### src/rtl/alif_pkg.sv
// Shared types and default widths for the ALIF spike-stream decoder.
package alif_pkg;

  typedef enum logic [1:0] {
    IDLE  = 2'd0,
    COUNT = 2'd1,
    HOLD  = 2'd2
  } state_t;

  localparam int ALIF_CNT_W = 8;
  localparam int ALIF_WIN_W = 16;
  localparam int ALIF_ISI_W = 16;

  localparam logic [ALIF_ISI_W-1:0] ISI_NONE = '1;

endpackage

### src/rtl/alif_isi_tracker.sv
// Minimum inter-spike-interval tracker; isi_min/sat present the value that
// includes the current cycle's sample so the window closer can capture it.
module alif_isi_tracker
  import alif_pkg::*;
#(
  parameter int ISI_W = ALIF_ISI_W
) (
  input  logic             clk,
  input  logic             rst,
  input  logic             clear,
  input  logic             sample,
  input  logic             rise,
  output logic [ISI_W-1:0] isi_min,
  output logic             sat
);

  localparam logic [ISI_W-1:0] ISI_MAX = '1;
  localparam logic [ISI_W-1:0] ISI_ONE = {{(ISI_W-1){1'b0}}, 1'b1};

  logic [ISI_W-1:0] isi_cnt, isi_cnt_nxt;
  logic [ISI_W-1:0] isi_min_r, isi_min_nxt;
  logic             isi_seen, isi_seen_nxt;
  logic             sat_r, sat_nxt;

  function automatic logic [ISI_W-1:0] isi_sat_inc(input logic [ISI_W-1:0] v);
    return (v == ISI_MAX) ? v : v + ISI_ONE;
  endfunction

  function automatic logic [ISI_W-1:0] isi_umin(input logic [ISI_W-1:0] a,
                                                input logic [ISI_W-1:0] b);
    return (a < b) ? a : b;
  endfunction

  always_comb begin
    isi_cnt_nxt  = isi_cnt;
    isi_min_nxt  = isi_min_r;
    isi_seen_nxt = isi_seen;
    sat_nxt      = sat_r;
    if (clear) begin
      isi_cnt_nxt  = '0;
      isi_min_nxt  = ISI_MAX;
      isi_seen_nxt = 1'b0;
      sat_nxt      = 1'b0;
    end else if (sample) begin
      if (rise) begin
        if (isi_seen) isi_min_nxt = isi_umin(isi_min_r, isi_cnt);
        isi_cnt_nxt  = ISI_ONE;
        isi_seen_nxt = 1'b1;
      end else if (isi_seen) begin
        // Gap counter only runs once a first spike has opened an interval
        isi_cnt_nxt = isi_sat_inc(isi_cnt);
        if (isi_cnt_nxt == ISI_MAX) sat_nxt = 1'b1;
      end
    end
  end

  always_ff @(posedge clk or posedge rst) begin
    if (rst) begin
      isi_cnt   <= '0;
      isi_min_r <= ISI_MAX;
      isi_seen  <= 1'b0;
      sat_r     <= 1'b0;
    end else begin
      isi_cnt   <= isi_cnt_nxt;
      isi_min_r <= isi_min_nxt;
      isi_seen  <= isi_seen_nxt;
      sat_r     <= sat_nxt;
    end
  end

  assign isi_min = isi_min_nxt;
  assign sat     = sat_nxt;

endmodule

### src/rtl/alif_spike_decoder.sv
// Windowed spike-rate and minimum-ISI decoder for the tt_um_alif spike output,
// reporting one result per window on a valid/ready port.
module alif_spike_decoder
  import alif_pkg::*;
#(
  parameter int CNT_W = ALIF_CNT_W,
  parameter int WIN_W = ALIF_WIN_W,
  parameter int ISI_W = ALIF_ISI_W
) (
  input  logic             clk,
  input  logic             rst,
  input  logic             en,
  input  logic             spike_in,
  input  logic [WIN_W-1:0] win_len,
  input  logic             out_ready,
  output logic             out_valid,
  output logic [CNT_W-1:0] rate_count,
  output logic [ISI_W-1:0] isi_min,
  output logic             overflow,
  output logic             busy
);

  localparam logic [CNT_W-1:0] CNT_MAX = '1;
  localparam logic [CNT_W-1:0] CNT_ONE = {{(CNT_W-1){1'b0}}, 1'b1};
  localparam logic [WIN_W-1:0] WIN_ONE = {{(WIN_W-1){1'b0}}, 1'b1};

  state_t           state, state_nxt;
  logic             spike_d;
  logic             rise;
  logic [WIN_W-1:0] rem;
  logic [CNT_W-1:0] count, count_nxt;
  logic             cnt_ovf, cnt_ovf_nxt;
  logic             win_start, sample, win_close;
  logic [ISI_W-1:0] trk_isi_min;
  logic             trk_sat;

  function automatic logic [CNT_W-1:0] cnt_sat_inc(input logic [CNT_W-1:0] v);
    return (v == CNT_MAX) ? v : v + CNT_ONE;
  endfunction

  assign rise = spike_in & ~spike_d;

  always_ff @(posedge clk or posedge rst) begin
    if (rst) state <= IDLE;
    else     state <= state_nxt;
  end

  always_comb begin
    state_nxt = state;
    win_start = 1'b0;
    sample    = 1'b0;
    win_close = 1'b0;
    case (state)
      IDLE: begin
        if (en) begin
          win_start = 1'b1;
          state_nxt = COUNT;
        end
      end
      COUNT: begin
        if (!en) begin
          state_nxt = IDLE;
        end else begin
          sample = 1'b1;
          if (rem == WIN_ONE) begin
            win_close = 1'b1;
            state_nxt = HOLD;
          end
        end
      end
      HOLD: begin
        // Result is held regardless of en until the consumer takes it
        if (out_ready) begin
          if (en) begin
            win_start = 1'b1;
            state_nxt = COUNT;
          end else begin
            state_nxt = IDLE;
          end
        end
      end
      default: state_nxt = IDLE;
    endcase
  end

  always_comb begin
    count_nxt   = count;
    cnt_ovf_nxt = cnt_ovf;
    if (sample && rise) begin
      if (count == CNT_MAX) cnt_ovf_nxt = 1'b1;
      count_nxt = cnt_sat_inc(count);
    end
  end

  alif_isi_tracker #(
    .ISI_W (ISI_W)
  ) u_isi (
    .clk     (clk),
    .rst     (rst),
    .clear   (win_start),
    .sample  (sample),
    .rise    (rise),
    .isi_min (trk_isi_min),
    .sat     (trk_sat)
  );

  always_ff @(posedge clk or posedge rst) begin
    if (rst) begin
      spike_d    <= 1'b0;
      rem        <= '0;
      count      <= '0;
      cnt_ovf    <= 1'b0;
      rate_count <= '0;
      isi_min    <= '0;
      overflow   <= 1'b0;
    end else begin
      spike_d <= spike_in;
      if (win_start) begin
        rem     <= (win_len == '0) ? WIN_ONE : win_len;
        count   <= '0;
        cnt_ovf <= 1'b0;
      end else if (sample) begin
        rem     <= rem - WIN_ONE;
        count   <= count_nxt;
        cnt_ovf <= cnt_ovf_nxt;
      end
      // Window close: capture including the final cycle's spike
      if (win_close) begin
        rate_count <= count_nxt;
        isi_min    <= trk_isi_min;
        overflow   <= cnt_ovf_nxt | trk_sat;
      end
    end
  end

  assign out_valid = (state == HOLD);
  assign busy      = (state == COUNT);

endmodule

### config.mk
export PLATFORM = sky130hd
export DESIGN_NAME = alif_spike_decoder
export DESIGN_NICKNAME = d
export VERILOG_FILES = /design/src/rtl/alif_pkg.sv /design/src/rtl/alif_isi_tracker.sv /design/src/rtl/alif_spike_decoder.sv
export SDC_FILE = /design/constraint.sdc
export NUM_CORES = 1
export LEC_CHECK = 0
export BUFFER_PORTS_ARGS = -buffer_cell sky130_fd_sc_hd__buf_2
export CAP_MARGIN = 20
export CORE_AREA = 2 2 182 113
export CTS_CLUSTER_DIAMETER = 40
export DETAILED_ROUTE_END_ITERATION = 16
export DIE_AREA = 0 0 184 115
export GPL_TIMING_DRIVEN = 0
export SLEW_MARGIN = 20
export SYNTH_ARGS = -nofsm -noshare
export SYNTH_HDL_FRONTEND = slang
export SYNTH_SLANG_ARGS = --single-unit
### constraint.sdc
create_clock -name clk -period 3.65 [get_ports clk]
set_clock_uncertainty 0.15 [all_clocks]
set_input_delay 0.365 -clock clk [delete_from_list [all_inputs] [get_ports clk]]
set_output_delay 0.365 -clock clk [all_outputs]
set_load 0.05 [all_outputs]
# [Word level (Yosys, flattened, before mapping)]
# Index checks and enable logic that the tools add are counted.
[totals] in_bits=21 output_inout_bits=27 latchBits=0 regBits=87 romBits=0 mem_count=0 mem_bits_rw=0 elab_cells=79
[op_classes] bitwise=3 n_reduce_logical=9 shifts=0 mux=42 addsub=3 n_eq_ne=9 n_div=0 n_lt_le_gt_ge=1 n_mul=0
[ops] cell="$mux W16" n=13
[ops] cell="$eq A16 B16 Y1 const B" n=2
[ops] cell="$mux W8" n=4
[ops] cell="$mux W1" n=19
[ops] cell="$add A16 B1 Y16 const B" n=1
[ops] cell="$eq A16 B1 Y1 const B" n=1
[ops] cell="$logic_not A16 Y1" n=1
[ops] cell="$lt A16 B16 Y1" n=1
[ops] cell="$sub A16 B1 Y16 const B" n=1
[ops] cell="$add A8 B1 Y8 const B" n=1
[ops] cell="$eq A8 B8 Y1 const B" n=1
[ops] cell="$mux W2" n=4
[ops] cell="$pmux W2 S3" n=1
[ops] cell="$ne A2 B2 Y1 const B" n=2
[ops] cell="$reduce_and A2 Y1" n=2
[ops] cell="$reduce_bool A2 Y1" n=2
[ops] cell="$ne A3 B2 Y1 const B" n=1
[ops] cell="$reduce_and A3 Y1" n=1
[ops] cell="$reduce_bool A3 Y1" n=1
[ops] cell="$eq A2 B1 Y1 const B" n=1
[ops] cell="$eq A2 B2 Y1 const B" n=1
[ops] cell="$logic_not A2 Y1" n=1
[ops] cell="$pmux W1 S2" n=1
[ops] cell="$and A1 B1 Y1" n=1
[ops] cell="other kinds (3)" n=3

# [Logic depth before layout (Yosys ltp)]
# Gate-level depths: netlist of the first run.
[depth] depth_word=9 mapped_depth=10 ltp_nobuf=8

# [Cells and area by module]
# From an unflattened synthesis of the first run, not the netlist that was laid out.
[hier_totals] hier_cells=507 area_unflattened_um2=4977.3
[modules_own_cells] module="alif_spike_decoder" instances=1 seq_area_each_um2=1326.3 cells_each=245 area_each_um2=2622.5
[modules_own_cells] module="alif_isi_tracker" instances=1 seq_area_each_um2=870.8 cells_each=262 area_each_um2=2354.8

# [Least setup slack after synthesis of the first run]
# Ideal clock, no wire load.
[synth_timing] path_kind="flip-flop to flip-flop" start="register u_isi.isi_cnt[3]" end="register isi_min[0]" slack_ns=0.986 synth_period_minus_slack_ns=2.664 path_stages_with_launch=10 arrival_ns=2.388 setup_ns=0.126 required_time_ns=3.374 n_path_buf=2 cell_sequence="dfrtp_1 clkbuf_1 inv_1 ha_1 or2_2 a41o_1 o21ai_2 buf_2 mux2i_1 a21oi_1"
[synth_via] elab_chain_cells=6
[synth_lines] element="start, declared" line_no="alif_isi_tracker.sv:20" text="logic [ISI_W-1:0] isi_cnt, isi_cnt_nxt;"
[synth_lines] element="start signal, assigned" line_no="alif_isi_tracker.sv:64" text="isi_cnt <= isi_cnt_nxt;"
[synth_lines] element="$lt A16 B16 Y1" line_no="alif_isi_tracker.sv:31" text="return (a < b) ? a : b;"
[synth_lines] element="$mux W16" line_no="alif_isi_tracker.sv:31"
[synth_lines] element="$mux W16" line_no="alif_isi_tracker.sv:46" text="if (isi_seen) isi_min_nxt = isi_umin(isi_min_r, isi_cnt);"
[synth_lines] element="$mux W16" line_no="alif_isi_tracker.sv:45" text="if (rise) begin"
[synth_lines] element="$mux W16" line_no="alif_isi_tracker.sv:44" text="end else if (sample) begin"
[synth_lines] element="$mux W16" line_no="alif_isi_tracker.sv:39" text="if (clear) begin"
[synth_lines] element="end signal, assigned" line_no="alif_spike_decoder.sv:130" text="isi_min <= trk_isi_min;"
[synth_lines] element="end, declared" line_no="alif_spike_decoder.sv:18" text="output logic [ISI_W-1:0] isi_min,"
# No other way between the ends.
# A chain may end at the register's enable or synchronous reset.

# [Worst setup path after layout of the first run]
[layout_timing] start="register u_isi.isi_cnt[3]" end="register isi_min[15]"
# Same word-level chain as after synthesis.

==> results.cfg, run 1 <==
[outcome]
status = finished clean

[worst_setup_path]
rr_endpoint = isi_min[15]
reg2reg_depth = 9
start_kind = register
path_max_fanout = 10
required_ns = 3.73
reg2reg_from = u_isi.isi_cnt[3]
cp_slowest_cell = clkbuf_1
cp_cell_sequence = clkbuf_1, inv_1, ha_1, or2_2, a41o_1, o21ai_2, buf_2, mux2i_1, a21oi_1
worstSetupPathType = register to register
end_kind = register
arrival_ns = 3.37
rrSetupSlack_ns = 0.36
cp_slowest_stage_delay_ns = 0.40

[layout]
multi_input_area_mm2 = 0.00241
area_growth_syn_to_layout_pct = 20.2
utilization = 0.296
diodes = 0
layout-drive-gt1-share = 0.175
seq_area_mm2 = 0.00220
final_nets = 629
fill_cells = 2083

[pwr]
switchingPower_w = 0.000811
pwr-share-seq = 0.412
swShare = 0.294
leakage_nw = 2.53
cellInternalPower_w = 0.00195
pwr_density_cell_mw_per_mm2 = 478
clock_power_share = 0.414
max-vdd-ir-drop_uv = 239
combPwrFrac = 0.174

[logic_synthesis]
synthesis.nets = 568
synthDistinctLibCells = 62
synthCells = 528
synth_ff_type = dfrtp_1
synthArstFlopShare = 1.00
yosys_warnings = 0
ys_seq_area_frac = 0.457
synth-seq-cells = 87
synth_edf_count = 0
synth.avg_cell_area_um2 = 9.10
synth.cell_area_mm2 = 0.00480

[global_routing]
antenna_found_initial = 0
grt_overflow = 0
grt_pass1_wl_um = 22500
busiest_layer = met1
grtUsageTotal = 0.139
grtUsageMet3 = 0.0434
grt_pass1_vias = 3908
grt_max_degree = 73
globalRouteMet2Util = 0.161
groute.layer.met1.usage = 0.232

[route]
num_vias = 4246
wl_per_cell_um = 16.4
drc = 0
vias_per_cell = 5.02
antenna_left = 0
dr.pass1.iters = 5
drt_iter0_drc = 322
drt_wl_total_um = 13900

[placed_design]
post-place-ws_ns = 0.404
gp_congestion = 0.927
port_buffers = 47
hpwl_um = 10200

[timing]
fin_ws_ns = 0.360
finalCritPeriodShare = 0.901
drv_slew = 0
hold_viol_final = 0
clock.fmax_mhz = 304
worstMarginPinSlew_ns = 0.923
finalCriticalPeriod_ns = 3.29
timing.slew.headroom = 0.380
rsz0062_at_grt = false
setup_viol = 0

[hold_path]
hp-start = out_ready
min_path_cells = 2
hold_path_end = state[1]
hold_class = input pin to register

[cts]
clock_latency_ns = 0.35
clk_pin_slew_ns = 0.07
cts.sinks = 87
ctsRootBufferMaster = clkbuf_16
cts_max_path_buffers = 2
htreeDepth = 3
cts_tree = done
numCtsBuffers = 9
post_cts_buffers = 0

[die]
ios = 48
die_x_um = 184
rows = 40
fp.coreArea_mm2 = 0.0195
die-area_mm2 = 0.0212
die_y_um = 115
start_util = 0.246

[job]
cap_violations = 0
[worst max-delay path: cells and delay by family, from the launching register on]
kind / cells / cell delay, ns
AO/OA/AOI/OAI: 3 / 0.73
AND/OR/NAND/NOR: 1 / 0.30
adder cells (fa/ha/maj): 1 / 0.29
flip-flops: 1 / 0.34
buffers and inverters: 3 / 0.95
multiplexers: 1 / 0.39
[flip-flops by register name (all words and copies together) (netlist names), 2 cells and up]
name / count
u_isi.isi_min_r: 16
count: 8
rate_count: 8
state: 2
rem: 16
u_isi.isi_cnt: 16
isi_min: 16
[timing repair]
action	in CTS	in global routing
endpoints found under the hold margin	16	0
hold buffers	2	0
resized for setup	0	0
[area by class of cell]
| type | instances | share of cell area |
|---|---|---|
| clock buffers | 11 | 0.0403 |
| inverters | 21 | 0.0145 |
| flip-flops and latches | 87 | 0.380 |
| plain buffers | 28 | 0.0219 |
| repair buffers | 50 | 0.0490 |
| well taps | 252 | 0.0546 |
| multi-input cells | 392 | 0.417 |
| clock inverters | 5 | 0.0223 |
[worst max path at each step]
stage	endpoint	from	slack (ns)
2_1_floorplan	cnt_ovf	rst	0.91
6_report	isi_min[15]	u_isi.isi_cnt[3]	0.36
3_5_place_dp	isi_min[15]	u_isi.isi_cnt[3]	0.40
5_1_grt	isi_min[15]	u_isi.isi_cnt[3]	0.14
4_1_cts	isi_min[15]	u_isi.isi_cnt[3]	0.38
3_3_place_gp	isi_min[15]	rst	-0.33
[synth_stat cells, types with 5 or more instances]
| cell | n | area [um^2] |
|---|---|---|
| mux2i_1 | 19 | 190 |
| inv_1 | 21 | 78.8 |
| o21ai_0 | 42 | 210 |
| dfstp_2 | 16 | 420 |
| nor4_1 | 12 | 75.1 |
| nand2_1 | 56 | 210 |
| xor2_1 | 6 | 52.6 |
| nand4_1 | 10 | 62.6 |
| ha_1 | 19 | 238 |
| a221o_1 | 5 | 50.1 |
| buf_2 | 10 | 50.1 |
| a21oi_1 | 47 | 235 |
| nor2_1 | 55 | 206 |
| nor3_1 | 13 | 65.1 |
| a31oi_1 | 10 | 62.6 |
| clkbuf_1 | 14 | 52.6 |
| dfrtp_1 | 71 | 1780 |
| a22o_1 | 5 | 43.8 |
| nand3_1 | 16 | 80.1 |
[logic make-up (layout without fill, tap and decap cells)]
logic type	Yosys count	in the layout	synth area share
mux	20	20	0.0419
fa+ha+maj	19	19	0.0495
flops	87	87	0.457
compound gates	143	143	0.183
xor+xnor	9	9	0.0164
simple gates	201	201	0.209
buf+inv	49	115	0.0427
[layout by cell type (no fill, tap or decap), types with 3 or more instances in the layout]
cell and n:
o21a_1 4, o41ai_1 3, or4_1 3, and3_1 4
buf_2 57, nand3_1 16, nand4_1 10, nor3_1 13
a221o_1 5, ha_1 19, a31oi_1 10, o21ai_0 42
nand2_1 56, and2_1 3, inv_1 20, or4_4 3
xnor2_1 3, bufinv_16 4, nor4_1 11, xor2_1 6
dfrtp_1 71, a21oi_1 47, dfstp_2 16, clkbuf_16 9
mux2i_1 19, nor2_1 55, nand2b_1 4, and4_1 4
o31ai_1 3, o21ai_1 3, a22o_1 5, nor2b_1 3
clkbuf_1 16, or3_1 3
[power groups by stage]
stage	Combinational, W	Clock [W]	Sequential, W
after floorplan	0.000269	0	0.00121
after global placement	0.000468	0	0.00115
after detailed placement	0.000476	0	0.00115
after CTS	0.000480	0.00117	0.00114
after global routing	0.000532	0.00121	0.00115
final	0.000482	0.00114	0.00114
[metal layers]
| metal | vias up | routed length [um] |
|---|---|---|
| met5 | - | 0 |
| met4 | 0 | 148 |
| met3 | 14 | 1110 |
| met2 | 142 | 4810 |
| met1 | 2048 | 7790 |
| li1 | 2042 | - |
[stage by stage]
| step | cells | TNS, ns | cell area (um^2) | power (W) | hold slack [ns] |
|---|---|---|---|---|---|
| floorplan | 528 | 0 | 4800 | 0.00147 | 0.246 |
| finish | 846 | 0 | 5770 | 0.00276 | 0.0748 |
| CTS | 846 | 0 | 5770 | 0.00278 | 0.0604 |
| global route | 846 | 0 | 5770 | 0.00289 | 0.0699 |
| detailed placement | 828 | 0 | 5390 | 0.00163 | 0.158 |
| global placement | 827 | -22.84 | 5350 | 0.00162 | 0.313 |
No activity file was read; power rests on OpenSTA's default activity.
==> run 2, diff against run 1 <==
--- a/config.mk
+++ b/config.mk
@@ -12,6 +12,7 @@
 export DETAILED_ROUTE_END_ITERATION = 16
 export DIE_AREA = 0 0 184 115
 export GPL_TIMING_DRIVEN = 0
+export REMOVE_ABC_BUFFERS = 1
 export SLEW_MARGIN = 20
 export SYNTH_ARGS = -nofsm -noshare
 export SYNTH_HDL_FRONTEND = slang
==> run 2 against run 1 <==
  * Utilization decreased by 0.81 points
  * Count of clock-buffer cells in the layout fell by 2
  * Sequential share of layout area increased by 1.1 points
  * Final cell count down 2.7%
  * Non-clock buffer count shrank 24
  * Sequential cell count unchanged
  * Routed wire length shrank 8.7%
  * Combinational power is 5.4% lower
  * Register-to-register slack worse by 0.14 ns
  * Highest routed layer is now met5
==> results.cfg, run 2 (synthesis gave the netlist of run 1 again) <==
[global_routing]
grt_max_degree = 50
groute.layer.met1.usage = 0.196
grt_overflow = 0
grtUsageMet3 = 0.0523
grtUsageTotal = 0.126
grt_pass1_vias = 3734
grt_pass1_wl_um = 20800
busiest_layer = met1
antenna_found_initial = 2
globalRouteMet2Util = 0.158

[cts]
htreeDepth = 3
clock_latency_ns = 0.35
ctsRootBufferMaster = clkbuf_16
clk_pin_slew_ns = 0.07
cts.sinks = 87
numCtsBuffers = 9
postCtsHoldBufs = 1
post_cts_buffers = 0
cts_tree = done
ctsResizeCount = 0
cts_max_path_buffers = 2

[worst_setup_path]
reg2reg_depth = 6
rr_endpoint = overflow
rrSetupSlack_ns = 0.22
end_kind = register
cp_slowest_cell = or4_1
worstSetupPathType = register to register
reg2reg_from = u_isi.isi_cnt[0]
path_max_fanout = 12
required_ns = 3.78
arrival_ns = 3.56
start_kind = register
cp_slowest_stage_delay_ns = 0.83
crit_buf_inv = 0
crit_family = simple AND/OR/NAND/NOR gates
crit_start = u_isi.isi_cnt[0]
cp_cell_sequence = ha_1, nand4_1, or4_1, a2111oi_0, a31oi_1, nor2_2

[timing]
clock.fmax_mhz = 292
worstMarginPinSlew_ns = 0.857
finalCriticalPeriod_ns = 3.43
timing.slew.headroom = 0.424
rsz0062_at_grt = false
drv_slew = 0
fin_setup_tns_ns = 0
hold_viol_final = 0
setup_viol = 0
finalCritPeriodShare = 0.939
fin_ws_ns = 0.222

[route]
drc = 0
drt_wl_total_um = 12600
antenna_left = 0
vias_per_cell = 4.88
num_vias = 4018
wl_per_cell_um = 15.4
dr.pass1.iters = 6
drt_iter0_drc = 325

[die]
start_util = 0.246
die_x_um = 184
die_y_um = 115
ios = 48
rows = 40
die-area_mm2 = 0.0212
fp.coreArea_mm2 = 0.0195

[job]
cap_violations = 0

[pwr]
max-vdd-ir-drop_uv = 206
pwr_density_cell_mw_per_mm2 = 447
leakage_nw = 2.44
combPwrFrac = 0.182
switchingPower_w = 0.000823
pwr-share-seq = 0.455
swShare = 0.328
clock_power_share = 0.363
cellInternalPower_w = 0.00169

[layout]
area_growth_syn_to_layout_pct = 16.9
utilization = 0.288
final_nets = 605
final_cell_mix = 71 x dfrtp_1, 56 x nand2_1, 55 x nor2_1
layout-drive-gt1-share = 0.172
layout_commonest_cell = dfrtp_1
fill_cells = 2096

[placed_design]
port_buffers = 47
gp_congestion = 0.895
post-place-ws_ns = 0.296
hpwl_um = 9390

[hold_path]
hp-start = out_ready
min_path_cells = 2
hold_class = input pin to register
hold_path_end = state[1]

[outcome]
status = finished clean
## run 2: layer usage
metal / part of all wire / vias up
met1: 0.55 / 1891
met3: 0.080 / 11
met5: 0.0010 / -
met4: 0.0075 / 2
met2: 0.36 / 107
li1: - / 2007
## run 2: final cells by class
| type | count | area (um^2) | area share |
|---|---|---|---|
| Multi-Input combinational cell | 392 | 2410 | 0.430 |
| Sequential cell | 87 | 2200 | 0.391 |
| Timing Repair Buffer | 54 | 317 | 0.0564 |
| Tap cell | 252 | 315 | 0.0561 |
| Clock buffer | 9 | 225 | 0.0401 |
| Inverter | 21 | 81.3 | 0.0145 |
| Clock inverter | 7 | 62.6 | 0.0111 |
| Antenna cell | 1 | 2.50 | 0.000446 |
## run 2: per-stage QoR
step	hold WS, ns	power [W]	cell area, um^2	std cells
after CTS	0.000610	0.00255	5600	821
after global routing	0.0666	0.00266	5620	823
after detailed placement	0.319	0.00161	5300	804
after global placement	0.314	0.00160	5230	799
final	0.0645	0.00251	5620	823
after floorplan	0.246	0.00147	4680	500
## run 2: worst max path at each step
stage	end	slack, ns	depth (start not counted)
after detailed placement	isi_min[8]	0.30	8
after CTS	isi_min[8]	0.26	8
after global placement	overflow	-0.45	6
after floorplan	overflow	0.37	6
final	overflow	0.22	6
after global routing	overflow	0.01	6
## run 2: worst register-to-register path: stages, from the launching register on
cell       delay (ns)
dfrtp_1          0.54
ha_1             0.36
nand4_1          0.40
or4_1            0.84
a2111oi_0        0.72
a31oi_1          0.22
nor2_2           0.14
## run 2: power groups by stage
stage / Clock (W) / Combinational (W) / Sequential [W]
2_1_floorplan: 0 / 0.000258 / 0.00121
3_3_place_gp: 0 / 0.000444 / 0.00116
3_5_place_dp: 0 / 0.000457 / 0.00116
4_1_cts: 0.000946 / 0.000459 / 0.00114
5_1_grt: 0.000988 / 0.000510 / 0.00116
6_report: 0.000912 / 0.000456 / 0.00114
==> run 3, diff against run 2 <==
--- a/config.mk
+++ b/config.mk
@@ -12,7 +12,9 @@
 export DETAILED_ROUTE_END_ITERATION = 16
 export DIE_AREA = 0 0 184 115
 export GPL_TIMING_DRIVEN = 0
+export RECOVER_POWER = 25
 export REMOVE_ABC_BUFFERS = 1
+export SETUP_SLACK_MARGIN = 0.15
 export SLEW_MARGIN = 20
 export SYNTH_ARGS = -nofsm -noshare
 export SYNTH_HDL_FRONTEND = slang
==> run 3 against run 2 <==
  * The flow now finishes with violations (max-capacitance violations, max-slew violations)
  * Routed wire length up 0.30%
  * Critical path depth unchanged
  * Power increased by 0.25%
  * Sequential cell count is the same
  * Register-to-register slack improved by 0.24 ns
  * Worst setup slack gained 0.24 ns
  * Global-route usage is the same
  * Count of clock-buffer cells in the layout unchanged
  * Die area unchanged
  * Critical path type unchanged
  * Largest power group unchanged
==> results.cfg, run 3 (synthesis gave the netlist of run 1 again) <==
[outcome]
status = complete, but fails checks
violations = max-capacitance violations, max-slew violations

[worst_setup_path]
reg2reg_depth = 6
start_kind = register
path_max_fanout = 12
arrival_ns = 3.32
rr_endpoint = overflow
cp_slowest_stage_delay_ns = 0.72
rrSetupSlack_ns = 0.46
reg2reg_from = u_isi.isi_cnt[0]
cp_cell_sequence = ha_1, nand4_1, or4_4, a2111oi_1, a31oi_1, nor2_2
required_ns = 3.78
cp_slowest_cell = or4_4
end_kind = register
worstSetupPathType = register to register

[route]
num_vias = 4037
drt_wl_total_um = 12700
drt_iter0_drc = 307
antenna_left = 0
wl_per_cell_um = 15.4
vias_per_cell = 4.91
dr.pass1.iters = 5
drc = 0

[timing]
timing.slew.headroom = -0.340
worstMarginPinSlew_ns = 2.01
fin_setup_tns_ns = 0
drv_slew = 49
whs_ns = 0.0634
rsz0062_at_grt = false
finalCritPeriodShare = 0.874
finalCriticalPeriod_ns = 3.19
setup_viol = 0
hold_viol_final = 0
clock.fmax_mhz = 313

[global_routing]
grt_overflow = 0
grt_max_degree = 50
antenna_found_initial = 2
grtUsageTotal = 0.126
grt_pass1_vias = 3734
grt_pass1_wl_um = 20800

[cts]
cts_max_path_buffers = 2
cts.sinks = 87
numCtsBuffers = 9
clock_latency_ns = 0.35
htreeDepth = 3
clk_pin_slew_ns = 0.07
ctsRootBufferMaster = clkbuf_16
cts_tree = done

[layout]
area_growth_syn_to_layout_pct = 16.9
layout-drive-gt1-share = 0.168
final_cell_mix = 71 x dfrtp_1, 56 x nand2_1, 55 x nor2_1
final_area_mm2 = 0.00562
layout_commonest_cell = dfrtp_1
fill_cells = 2096
final_nets = 605

[placed_design]
post_dp_cell_area_mm2 = 0.00530
port_buffers = 47
gp_congestion = 0.895
hpwl_um = 9390

[die]
die-area_mm2 = 0.0212
ios = 48
die_x_um = 184
rows = 40
fp.coreArea_mm2 = 0.0195
die_y_um = 115
start_util = 0.246

[pwr]
leakage_nw = 2.43
pwr_density_cell_mw_per_mm2 = 448
max-vdd-ir-drop_uv = 207

[hold_path]
hold_path_end = state[1]
hp-start = out_ready
hold_class = input pin to register
min_path_cells = 2

[job]
cap_violations = 1
run 3: layer usage:
layer	vias to the layer above	track usage	wire, um
li1	2006	-	-
met4	2	0.0240	89
met1	1904	0.196	7020
met3	11	0.0523	1060
met5	-	0	13
met2	114	0.158	4500
run 3: worst max path at each step:
stage | from | endpoint | slack, ns | depth (start not counted)
after detailed placement | u_isi.isi_cnt[5] | isi_min[8] | 0.30 | 8
after CTS | u_isi.isi_cnt[5] | isi_min[8] | 0.26 | 8
final | u_isi.isi_cnt[0] | overflow | 0.46 | 6
after global routing | u_isi.isi_cnt[0] | overflow | 0.28 | 6
after global placement | rem[10] | overflow | -0.45 | 6
after floorplan | rem[10] | overflow | 0.37 | 6
run 3: cell type report:
| class | count | area, um^2 | share of cell area |
|---|---|---|---|
| multi-input combinational | 392 | 2420 | 0.431 |
| sequential | 87 | 2200 | 0.391 |
| tap | 252 | 315 | 0.0561 |
| timing repair buffer | 54 | 314 | 0.0559 |
| clock buffer | 9 | 225 | 0.0401 |
| inverter | 21 | 78.8 | 0.0140 |
| clock inverter | 7 | 62.6 | 0.0111 |
| antenna | 1 | 2.50 | 0.000446 |
run 3: through the flow:
step / worst slack [ns] / total power (W) / instances / util
2_1_floorplan: 0.369 / 0.00147 / 500 / -
3_3_place_gp: -0.451 / 0.00160 / 799 / 0.268
3_5_place_dp: 0.296 / 0.00161 / 804 / 0.271
4_1_cts: 0.262 / 0.00255 / 821 / 0.287
5_1_grt: 0.279 / 0.00266 / 823 / 0.288
6_report: 0.460 / 0.00252 / 823 / 0.288
run 3: critical path, delay by kind of cell, from the launching register on:
family / cells / cell delay [ns]
compound gates: 2 / 0.80
fa+ha+maj: 1 / 0.36
flops: 1 / 0.55
simple gates: 3 / 1.26
run 3: timing repair:
item | 4_1_cts | 5_1_grt
setup endpoints to repair | 0 | 2
hold buffers | 1 | 1
gates resized for setup | 0 | 2
setup buffers | 0 | 0
hold endpoints to repair | 37 | 1
run 3: where the power goes:
| group | internal (W) | switching [W] |
|---|---|---|
| Combinational | 0.000153 | 0.000302 |
| Clock | 0.000480 | 0.000437 |
| Sequential | 0.00105 | 0.0000905 |
